File: config.mk
export PLATFORM = sky130hd
export DESIGN_NAME = boss_sprite_ctrl
export DESIGN_NICKNAME = d
export VERILOG_FILES = /design/src/rtl/boss_pkg.sv /design/src/rtl/boss_addr_gen.sv /design/src/rtl/boss_sprite_ctrl.sv
export SDC_FILE = /design/constraint.sdc
export NUM_CORES = 1
export LEC_CHECK = 0
export BUFFER_PORTS_ARGS = -buffer_cell sky130_fd_sc_hd__buf_4
export CAP_MARGIN = 0
export CORE_ASPECT_RATIO = 0.7
export CORE_MARGIN = 2
export CORE_UTILIZATION = 40
export CTS_BUF_LIST = sky130_fd_sc_hd__clkbuf_4 sky130_fd_sc_hd__clkbuf_8
export DETAILED_ROUTE_END_ITERATION = 8
export PLACE_DENSITY = 0.66
export SYNTH_ARGS = -nofsm -noshare
export SYNTH_HDL_FRONTEND = slang
export SYNTH_HIERARCHICAL = 1
export SYNTH_SLANG_ARGS = --single-unit
File: constraint.sdc
create_clock -name vga_clk -period 16.7 [get_ports vga_clk]
set_input_delay 5.01 -clock vga_clk [delete_from_list [all_inputs] [get_ports vga_clk]]
set_output_delay 5.01 -clock vga_clk [all_outputs]
set_load 0.02 [all_outputs]
File: src/rtl/boss_pkg.sv
// Shared types and screen constants for the boss sprite controller.
package boss_pkg;

   typedef enum logic [2:0] {
      IDLE,
      ENTER,
      PATROL,
      DYING,
      DEAD
   } boss_state_t;

   localparam int SCREEN_W = 640;
   localparam int SCREEN_H = 480;
   localparam int ROM_AW   = 16;

endpackage

File: src/rtl/boss_addr_gen.sv
// Boss bounding-box test and sprite ROM address for the current pixel.
module boss_addr_gen
   import boss_pkg::*;
#(
   parameter int SPRITE_W = 120,
   parameter int SPRITE_H = 90
) (
   input  logic [9:0]        DrawX,
   input  logic [9:0]        DrawY,
   input  logic [9:0]        boss_x,
   input  logic [9:0]        boss_y,
   input  logic              visible,
   output logic              in_box,
   output logic [ROM_AW-1:0] rom_address
);

   logic [10:0] x_end;
   logic [10:0] y_end;
   logic [9:0]  dx;
   logic [9:0]  dy;

   // 11-bit right/bottom edges so boxes near the screen edge cannot wrap
   assign x_end = {1'b0, boss_x} + 11'(SPRITE_W);
   assign y_end = {1'b0, boss_y} + 11'(SPRITE_H);

   assign in_box = visible
                && (DrawX >= boss_x) && ({1'b0, DrawX} < x_end)
                && (DrawY >= boss_y) && ({1'b0, DrawY} < y_end);

   assign dx = DrawX - boss_x;
   assign dy = DrawY - boss_y;

   assign rom_address = in_box
      ? ROM_AW'(ROM_AW'(dy) * ROM_AW'(SPRITE_W) + ROM_AW'(dx))
      : '0;

endmodule

File: src/rtl/boss_sprite_ctrl.sv
// Boss movement, hit points and sprite addressing on the pixel clock.
// Define BOSS_FLASH_EN to enable the hit / death flash output.
module boss_sprite_ctrl
   import boss_pkg::*;
#(
   parameter int SPRITE_W     = 120,
   parameter int SPRITE_H     = 90,
   parameter int PATROL_Y     = 40,
   parameter int X_SPEED      = 2,
   parameter int Y_SPEED      = 1,
   parameter int BOSS_HP      = 16,
   parameter int FLASH_FRAMES = 8,
   parameter int DEATH_FRAMES = 60
) (
   input  logic        vga_clk,
   input  logic        reset,
   input  logic        frame_start,
   input  logic        start,
   input  logic        hit,
   input  logic [9:0]  DrawX,
   input  logic [9:0]  DrawY,
   output logic [15:0] rom_address,
   output logic        sprite_on,
   output logic        flash,
   output logic [9:0]  boss_x,
   output logic [9:0]  boss_y,
   output logic [7:0]  hp,
   output logic        boss_dead
);

   localparam logic [9:0] X_MAX   = 10'(SCREEN_W - SPRITE_W);
   localparam logic [9:0] X_START = 10'((SCREEN_W - SPRITE_W) / 2);
   localparam logic [9:0] Y_PATROL = 10'(PATROL_Y);

   boss_state_t state_q;
   logic [9:0]  x_q, y_q, x_d, y_d;
   logic        dir_q, dir_d;
   logic [7:0]  hp_q, death_q;
   logic        son_q, in_box, visible, launch;

   assign visible = (state_q == ENTER) || (state_q == PATROL)
                 || (state_q == DYING);
   assign launch  = start && ((state_q == IDLE) || (state_q == DEAD));

   // dir_q: 0 = moving right, 1 = moving left
   always_comb begin
      x_d   = x_q;
      dir_d = dir_q;
      y_d   = y_q;
      if (!dir_q) begin
         if (11'(x_q) + 11'(X_SPEED) >= 11'(X_MAX)) begin
            x_d   = X_MAX;
            dir_d = 1'b1;
         end else begin
            x_d = x_q + 10'(X_SPEED);
         end
      end else begin
         if (x_q <= 10'(X_SPEED)) begin
            x_d   = '0;
            dir_d = 1'b0;
         end else begin
            x_d = x_q - 10'(X_SPEED);
         end
      end
      if (11'(y_q) + 11'(Y_SPEED) >= 11'(Y_PATROL)) y_d = Y_PATROL;
      else                                          y_d = y_q + 10'(Y_SPEED);
   end

   always_ff @(posedge vga_clk) begin
      if (reset) begin
         state_q <= IDLE;
         x_q     <= '0;
         y_q     <= '0;
         dir_q   <= 1'b0;
         hp_q    <= '0;
         death_q <= '0;
         son_q   <= 1'b0;
      end else begin
         son_q <= in_box;
         unique case (state_q)
            IDLE, DEAD: begin
               if (start) begin
                  state_q <= ENTER;
                  x_q     <= X_START;
                  y_q     <= '0;
                  dir_q   <= 1'b0;
                  hp_q    <= 8'(BOSS_HP);
                  death_q <= '0;
               end
            end
            ENTER: begin
               if (frame_start) begin
                  y_q <= y_d;
                  if (y_d == Y_PATROL) state_q <= PATROL;
               end
            end
            PATROL: begin
               if (hp_q == '0) begin
                  state_q <= DYING;
                  death_q <= 8'(DEATH_FRAMES);
               end else begin
                  if (frame_start) begin
                     x_q   <= x_d;
                     dir_q <= dir_d;
                  end
                  if (hit) hp_q <= hp_q - 8'd1;
               end
            end
            DYING: begin
               if (frame_start) begin
                  if (death_q <= 8'd1) begin
                     death_q <= '0;
                     state_q <= DEAD;
                  end else begin
                     death_q <= death_q - 8'd1;
                  end
               end
            end
            default: state_q <= IDLE;
         endcase
      end
   end

`ifdef BOSS_FLASH_EN
   logic [7:0] fcnt_q;

   always_ff @(posedge vga_clk) begin
      if (reset || launch) begin
         fcnt_q <= '0;
      end else if (hit && (state_q == PATROL) && (hp_q != '0)) begin
         fcnt_q <= 8'(FLASH_FRAMES);
      end else if (frame_start && (fcnt_q != '0)) begin
         fcnt_q <= fcnt_q - 8'd1;
      end
   end

   // death_q[2] flips every 4 frames while dying
   assign flash = ((state_q == PATROL) && (fcnt_q != '0))
               || ((state_q == DYING) && death_q[2]);
`else
   assign flash = 1'b0;
`endif

   boss_addr_gen #(
      .SPRITE_W (SPRITE_W),
      .SPRITE_H (SPRITE_H)
   ) u_addr (
      .DrawX       (DrawX),
      .DrawY       (DrawY),
      .boss_x      (x_q),
      .boss_y      (y_q),
      .visible     (visible),
      .in_box      (in_box),
      .rom_address (rom_address)
   );

   assign sprite_on = son_q;
   assign boss_x    = x_q;
   assign boss_y    = y_q;
   assign hp        = hp_q;
   assign boss_dead = (state_q == DEAD);

endmodule

==> results of run 1 <==
==> routing by layer <==
layer / up-vias / wire, um / track usage, %
li1: 2974 / - / -
met1: 2703 / 8493 / 31.81
met2: 177 / 5706 / 24.35
met3: 7 / 965 / 3.562
met4: 0 / 101 / 2.628
met5: - / 0 / 0
==> registers in the layout (all words and copies together) (netlist names) <==
| signal | cells |
|---|---|
| boss_x | 9 |
| boss_y | 10 |
| death_q | 8 |
| dir_q | 1 |
| hp | 8 |
| sprite_on | 1 |
| state_q | 3 |
==> worst register-to-register path: cells and delay by family (launching register included) <==
kind / cells / cell delay (ns)
AOI/OAI and AO/OA: 2 / 0.43
xor gates and xnor gates: 1 / 0.13
adders and majority gates: 2 / 0.59
buffers and inverters: 1 / 0.07
DFF: 1 / 0.46
and+or+nand+nor: 6 / 1.45
==> power groups by stage <==
stage	clock, mW	sequential [mW]	combinational [mW]
final	0.0686	0.102	0.445
after global routing	0.0734	0.102	0.505
after CTS	0.0688	0.102	0.443
after detailed placement	0	0.104	0.440
after global placement	0	0.104	0.440
after floorplan	0	0.104	0.359
==> layout make-up <==
class / count / area (um2)
fillers: 1462 / 7941
multi-input cells: 631 / 4790
flip-flops and latches: 40 / 800.8
repair buffers: 70 / 525.5
inverters: 78 / 292.8
well taps: 195 / 244.0
clock buffers: 5 / 68.82
clock inverters: 2 / 12.51
==> cell families after synthesis <==
| logic type | after synthesis | share of synthesized area (%) |
|---|---|---|
| XOR/XNOR | 49 | 7.615 |
| flip-flops | 40 | 13.35 |
| AO/OA/AOI/OAI | 227 | 26.79 |
| other | 1 | 0.06253 |
| buffers and inverters | 106 | 6.906 |
| AND/OR/NAND/NOR | 258 | 24.29 |
| multiplexers | 6 | 1.002 |
| adder cells (fa/ha/maj) | 88 | 19.99 |
==> placed cells by master (no fill, tap or decap), drive strengths merged, types with 10 or more instances in the layout <==
master	instances
or3	18
buf	70
o211ai	10
inv	78
nand4	13
ha	71
dfxtp	40
nor4	13
a21oi	60
xnor2	36
o21a	13
fa	14
o21ai	35
a21o	12
nand2	37
and3	12
a31oi	10
xor2	11
nor2	65
nor3	19
a211oi	13
nand3	18
==> path summary, 6_finish.rpt <==
kind         cells past startpoint               to        from  slack [ns]
max reg2reg                     12        sprite_on   boss_y[2]       13.44
min reg2reg                      2       death_q[5]  death_q[5]        0.49
min                              2       death_q[5]  death_q[5]        0.49
max                             20  rom_address[13]    DrawY[0]        1.59
==> run metrics, run 1 <==
Final min period roughly 15 ns; Setup Fix Bufs, Post-CTS 0; post-synthesis instance area roughly 0.0060 mm2; sequential area share after synthesis between 10% and 20%; DR iter-0 viols around 560; Final Hold Vio Count 0; sequential share of power between 10% and 20%; # setup viols final 0; Yosys reg bits 40; Post-synth top cells inv_1 (78), ha_1 (71), nor2_1 (65); CP Cell Sequence buf_4 > inv_1 > ha_1 > inv_1 > fa_1 > a21o_1 > a221oi_1 > xnor2_1 > inv_1 > maj3_1 > fa_1 > inv_1 > ha_1 > o21a_2 > o22ai_1 > or3_1 > a2111o_1 > or3_1 > a21oi_1 > buf_4; Max Cap Violations 0; first-pass GRT wire length 25.08 mm; CP max stage cell fa_1; die height approximately 110 um; CTS buffer count 5; Tcrit/Tclk final a little over 90%; Pint ~0.32 mW; I/O pin count 72; final slew viol count 0; clock root buffer clkbuf_8; core area 0.01468 mm2; Leak between 2 and 3 nW; post-DP HPWL about 12 mm; Vias around 5,900; CP max FO 6; design area 0.006734 mm2; Crit path top cell by count inv_1; Layout area overhead 12.29%; synth unique cells 92; share of cells above drive strength 1 between 10% and 20%; nets 936; total gr overflow 0; dominant cells by area after synthesis ha_1 (15%), dfxtp_1 (13%), xnor2_1 (5.3%); Via density 5.740; crit path launch type primary input; clock slew at reported path FFs roughly 0.080 ns; antenna violations before repair 0; YS warnings 6; # port buffers between 60 and 70; Routed WL approximately 15 mm; Clock Power Share around 11%; Clock Latency Late Sink around 0.31 ns; Arr. time, crit path between 10 and 15 ns; placer congestion estimate 0.8856; vias in the first global route between 5,000 and 6,000; Top delay family on crit path adder cells; Pwr Density about 91 mW/mm2; Clock Path Buffers 2; CTS tree done; most numerous cell in the Yosys netlist inv_1; final hold slack 0.4852 ns; number of diodes 0; Yosys top cell area share between 10 and 15%; row cnt 37; EDFF count, synth 0; DR pass1 iterations 5; outcome complete, no violations; H-Tree Depth 2; Comb power frac 72.3%; crit end category primary output; syn_area_per_cell between 7 and 8 um2; initial core utilization 40.86%; Die Area ~0.016 mm2; P_sw between 0.2 and 0.3 mW; final core utilization 45.89%; Pwr Total 0.6157 mW; Buffers & Inverters on Critical Path 6; sw frac between 40% and 50%; Least-Margin Pin Slew 0.7936 ns; drt wl/cell roughly 15 um; Setup TNS 0 ns; Crit path largest cell delay about 0.48 ns; WP data required 11.69 ns; post_cts resized 0; largest net degree at the start of global routing 32; DRC 0; Post-Place Setup Slack 1.639 ns; Setup WS post-layout 1.586 ns; area post-placement about 0.0067 mm2; maximum VDD drop just under 0.07 mV; Final Non-Filler Cells 1,021; # hold bufs at CTS 0; skew final about 0.0037 ns; fmax approximately 0.066 GHz; asr flop ratio synth 0%; RSZ-0062 raised after global routing false; remaining antenna violation count after routing 0; Cells after DPL slightly above 1,000; total track usage between 10% and 20%; relative slew slack a little under half; die span in x between 150 and 200 um; worst hold path class reg -> reg; Top FF cell, synth dfxtp_1; Synth Instances around 780; Synth area leader ha_1; # clock sinks 40; WS Path Type in -> out
Power figures use the tool's default switching activity.
==> run 2, diff against run 1 <==
CORE_UTILIZATION = 34   (was 40)
CTS_CLUSTER_SIZE = 25   (was default)
PLACE_DENSITY = 0.59   (was 0.66)
==> run 2 against run 1 <==
Net effect: setup slack gained 0.10 ns; global-route usage shrank 2.3 points; clock power rose by 27%; clock skew increased by 0.0074 ns; critical path depth unchanged; clock-buffer cell count increased by 1; combinational power hardly changed; non-clock buffer count increased by 1; sequential power about the same; fmax up 0.68%; sequential cell count unchanged; first-iteration DRC count shrank 11%; critical path type unchanged; highest routed layer unchanged.
==> run metrics, run 2 (synthesis gave the netlist of run 1 again) <==
outcome complete, no violations; Post-Place Setup Slack 1.677 ns (+0.03804 ns); # clock sinks 40 (unchanged); crit end category primary output; H-Tree Depth 2 (unchanged); nets 937 (+0.11%); share of cells above drive strength 1 14.37% (+0.21 points); post-DP HPWL 12.51 mm (+4.4%); Pwr Density 92.82 mW/mm2 (+1.5%); drt wl/cell 14.91 um (-0.31%); Clock Path Buffers 2 (unchanged); Setup TNS 0 ns (unchanged); first-pass GRT wire length 25.94 mm (+3.4%); WP data required 11.69 ns (about the same); total gr overflow 0 (unchanged); CP max FO 6 (unchanged); Cells after DPL 1,051 (+3.6%); DR iter-0 viols 497 (-11%); Via density 5.472 (-4.7%); Pwr Total 0.6337 mW (+2.9%); max reg flops 10 (unchanged); final slew viol count 0 (unchanged); # port buffers 69 (unchanged); Final Hold Vio Count 0 (unchanged); DRC 0 (unchanged); core area 0.01722 mm2 (+17%); Max Cap Violations 0 (unchanged); skew final 0.01108 ns (+0.007433 ns); antenna violations before repair 0 (unchanged); clock root buffer clkbuf_8; initial core utilization 34.83% (-6.0 points); Final Non-Filler Cells 1,059 (+3.7%); Final min period 15.01 ns (-0.1018 ns); worst hold path class reg -> reg; fmax 0.06661 GHz (+0.68%); Clock Latency Late Sink 0.30 ns (about the same); vias in the first global route 5,098 (+1.8%); number of diodes 0 (unchanged); placer congestion estimate 0.8852 (about the same); most frequent cells in the layout inv_1 (78), ha_1 (71), buf_4 (71); Vias 5,795 (-1.1%); Tcrit/Tclk final 89.89% (-0.61 points); Layout area overhead 13.83%; RSZ-0062 raised after global routing false; # setup viols final 0 (unchanged); Setup WS post-layout 1.688 ns (+0.1018 ns); die span in x 162.7 um (+8.2%); total track usage 16.68% (-2.3 points); row cnt 40 (+8.1%); Leak 2.816 nW (+0.96%); relative slew slack 43.04% (-3.3 points); I/O pin count 72 (unchanged); Least-Margin Pin Slew 0.8429 ns (+0.04929 ns); design area 0.006827 mm2 (+1.4%); crit path launch type primary input; die height 115.1 um (+8.1%); post_cts resized 0 (unchanged); # hold bufs at CTS 0 (unchanged); DR pass1 iterations 5 (unchanged); CTS tree done; Setup Fix Bufs, Post-CTS 0 (unchanged); WS Path Type in -> out; area post-placement 0.006705 mm2 (+0.79%); commonest non-fill, non-tap cell in the layout inv_1; Routed WL 15.79 mm (+3.4%); CTS buffer count 5 (unchanged); Die Area 0.01873 mm2 (+17%); remaining antenna violation count after routing 0 (unchanged); maximum VDD drop 0.05445 mV (-22%); largest net degree at the start of global routing 32 (unchanged); Arr. time, crit path 10.00 ns (-0.10 ns); clock slew at reported path FFs 0.09 ns (about the same)
run 2: metrics by stage:
step | hold slack, ns | util, %
after global routing | 0.5270 | 39.65
after CTS | 0.4911 | 39.65
after global placement | 0.4712 | 38.95
final | 0.4937 | 39.65
after floorplan | 0.4491 | -
after detailed placement | 0.4765 | 38.95
run 2: cell type report:
| class | count | area, um2 |
|---|---|---|
| Fill cell | 1832 | 10390 |
| Sequential cell | 40 | 800.8 |
| Inverter | 78 | 292.8 |
| Clock inverter | 2 | 38.79 |
| Tap cell | 231 | 289.0 |
| Timing Repair Buffer | 71 | 533.0 |
| Multi-Input combinational cell | 631 | 4790 |
| Clock buffer | 6 | 82.58 |
run 2: critical path: stages:
cell and delay (ns):
buf_4 0.11, inv_1 0.09, ha_1 0.20, inv_1 0.06, fa_1 0.39, a21o_1 0.19, a221oi_1 0.40, xnor2_1 0.31
inv_1 0.21, maj3_1 0.41, fa_1 0.48, inv_1 0.04, ha_1 0.38, o21a_2 0.19, o22ai_1 0.09, or3_1 0.33
a2111o_1 0.44, nor4_1 0.30, mux2i_1 0.22, buf_4 0.16
run 2: worst paths after layout:
kind / start / endpoint / slack, ns / depth (start not counted)
max: DrawY[0] / rom_address[15] / 1.69 / 20
min: death_q[5] / death_q[5] / 0.49 / 2
max reg2reg: boss_y[2] / sprite_on / 13.31 / 12
min reg2reg: death_q[5] / death_q[5] / 0.49 / 2
run 2: power by group:
group	switching, mW	leakage, nW	internal [mW]
Clock	0.0381	0.0614	0.0489
Sequential	0.00442	0.324	0.0972
Combinational	0.251	2.43	0.194
Total	0.293	2.82	0.341
run 2: routing by layer:
layer	part of all wire, %	wire (um)	up-vias	track usage [%]
li1	-	-	2984	-
met1	57	8925	2639	28.27
met2	37	5780	164	21.61
met3	6.5	1024	8	2.994
met4	0.34	54	0	1.298
met5	0	0	-	0
==> run 3, diff against run 2 <==
CORE_MARGIN = 8   (was 2)
REMOVE_ABC_BUFFERS = 1   (was default)
==> run 3 against run 2 <==
Net effect: final cell count down 0.19%; sequential power hardly changed; combinational power about the same; sequential share of layout area rose by 0.067 points; final area fell by 0.57%; hold slack got worse by 0.011 ns.
==> run metrics, run 3 (synthesis gave the netlist of run 1 again) <==
outcome complete, no violations; Tcrit/Tclk final 90.17% (+0.27 points); Buffers & Inverters on Critical Path 6 (unchanged); Routed WL 15.95 mm (+1.1%); WS Path Type in -> out; Via density 5.439 (-0.61%); Setup TNS 0 ns (unchanged); first-pass GRT wire length 26.11 mm (+0.64%); max reg flops 10 (unchanged); initial core utilization 34.83% (unchanged); met2 usage 17.73% (-3.9 points); Pint 0.3266 mW (-4.1%); Clock Power Share 11.5% (-2.2 points); CP Cell Sequence buf_4 > inv_1 > ha_1 > inv_1 > fa_1 > a21o_1 > a221oi_1 > xnor2_1 > inv_1 > maj3_1 > fa_1 > inv_1 > ha_1 > o21a_2 > o22ai_1 > or3_1 > a2111o_1 > or3_1 > a21oi_1 > buf_4; # hold bufs at CTS 0 (unchanged); RR Startpoint boss_y[2]; drt wl/cell 15.09 um (+1.3%); Leak 2.792 nW (-0.87%); final core utilization 39.43% (-0.23 points); design area 0.006788 mm2 (-0.57%); Cells after DPL 1,049 (-0.19%); CTS tree done; final slew viol count 0 (unchanged); area post-placement 0.006690 mm2 (-0.22%); sequential share of power 16.4% (+0.4 points); CP max FO 6 (unchanged); Vias 5,749 (-0.79%); share of cells above drive strength 1 14.16% (-0.21 points); most frequent cells in the layout inv_1 (78), ha_1 (71), buf_4 (69); Final Hold Vio Count 0 (unchanged); total track usage 13.74% (-2.9 points); Crit path top cell by count inv_1; I/O pin count 72 (unchanged); Comb power frac 72.1% (+1.9 points); H-Tree Depth 2 (unchanged); DR iter-0 viols 398 (-20%); remaining antenna violation count after routing 0 (unchanged); fmax 0.06641 GHz (-0.30%); skew final 0.005589 ns (-0.005496 ns); CP Capture Point rom_address[13]; Arr. time, crit path 10.05 ns (+0.05 ns); core area 0.01722 mm2 (unchanged); clock root buffer clkbuf_8; number of diodes 0 (unchanged); largest net degree at the start of global routing 32 (unchanged); Least-Margin Pin Slew 0.8055 ns (-0.03741 ns); DRC 0 (unchanged); nets 935 (-0.21%); antenna violations before repair 0 (unchanged); RSZ-0062 raised after global routing false; met3 Use GR 3.061% (+0.066 points); Clock Latency Late Sink 0.30 ns (about the same); DR pass1 iterations 5 (unchanged); worst flop-to-flop path endpoint sprite_on; post-DP HPWL 12.74 mm (+1.8%); worst hold path class reg -> reg; placer congestion estimate 0.8710 (-1.6%); Crit path largest cell delay 0.48 ns (about the same); Setup Fix Bufs, Post-CTS 0 (unchanged); Final min period 15.06 ns (+0.04575 ns); Reg2Reg Setup Slack 13.36 ns (+0.05 ns); maximum VDD drop 0.06151 mV (+13%); met1 usage 22.37% (-5.9 points); WP data required 11.69 ns (about the same); GRT busiest layer met1; Top delay family on crit path adder cells; CP max stage cell fa_1; P_sw 0.2931 mW (about the same); post_cts resized 0 (unchanged); clock slew at reported path FFs 0.08 ns (about the same); commonest non-fill, non-tap cell in the layout inv_1; crit end category primary output; # port buffers 69 (unchanged); # setup viols final 0 (unchanged); Pwr Density 91.30 mW/mm2 (-1.6%); Final Non-Filler Cells 1,057 (-0.19%); Crit path depth 20 (unchanged); die height 127.1 um (+10%); CTS buffer count 5 (unchanged); crit path launch type primary input; Layout area overhead 13.19%; total gr overflow 0 (unchanged); sw frac 47.29% (+1.0 points); Die Area 0.02221 mm2 (+19%); relative slew slack 45.57% (+2.5 points); Worst Setup SP DrawY[0]; die span in x 174.7 um (+7.4%); Max Cap Violations 0 (unchanged); # clock sinks 40 (unchanged); vias in the first global route 5,066 (-0.63%); r2r worst-path depth 12 (unchanged); row cnt 40 (unchanged); Clock Path Buffers 2 (unchanged)
[run 3: changes by cell type in the layout (fill, tap and decap cells not counted), sizes merged]
| cell | delta |
|---|---|
| clkinv | -1 |
| clkbuf | +1 |
| clkinvlp | +1 |
| bufinv | -1 |
| buf | -2 |
[run 3: cell type report]
class | count | area [um2]
Fill cell | 1835 | 10430
Multi-Input combinational cell | 631 | 4790
Tap cell | 231 | 289.0
Clock inverter | 1 | 7.507
Clock buffer | 7 | 90.09
Inverter | 78 | 292.8
Timing Repair Buffer | 69 | 518.0
Sequential cell | 40 | 800.8
[run 3: worst reg2reg max path: stages, from the launching register on]
cell and delay, ns:
dfxtp_1 0.46, ha_1 0.28, or3_1 0.37, a21oi_1 0.25
nor3_1 0.09, xnor2_1 0.13, ha_1 0.30, nand3_1 0.11
nor4_1 0.47, a211oi_1 0.21, nand3_2 0.32, inv_1 0.06
nor2b_1 0.15
[run 3: worst min path at each step]
stage	endpoint	start	cells past startpoint	slack, ns
floorplan	death_q[5]	death_q[5]	2	0.44
global placement	death_q[5]	death_q[5]	2	0.48
detailed placement	death_q[5]	death_q[5]	2	0.47
CTS	death_q[5]	death_q[5]	2	0.48
global route	death_q[5]	death_q[5]	2	0.51
finish	death_q[5]	death_q[5]	2	0.48
[run 3: power groups by stage]
stage          combinational, mW  sequential, mW  clock [mW]
2_1_floorplan              0.356           0.105           0
3_3_place_gp               0.445           0.104           0
3_5_place_dp               0.443           0.104           0
4_1_cts                    0.445           0.102      0.0737
5_1_grt                    0.508           0.102      0.0774
6_report                   0.447           0.102      0.0715
[run 3: routing by layer]
metal,share of wire (%),vias to the layer above
li1,-,2971
met5,0,-
met3,5.9,9
met2,37,135
met4,0.58,0
met1,56,2634
[run 3: through the flow]
step / power, mW / worst slack [ns] / hold WS, ns
floorplan: 0.4610 / 2.059 / 0.4429
global placement: 0.5485 / 1.761 / 0.4795
detailed placement: 0.5467 / 1.633 / 0.4716
CTS: 0.6208 / 1.627 / 0.4837
global route: 0.6875 / 1.200 / 0.5120
finish: 0.6197 / 1.642 / 0.4831
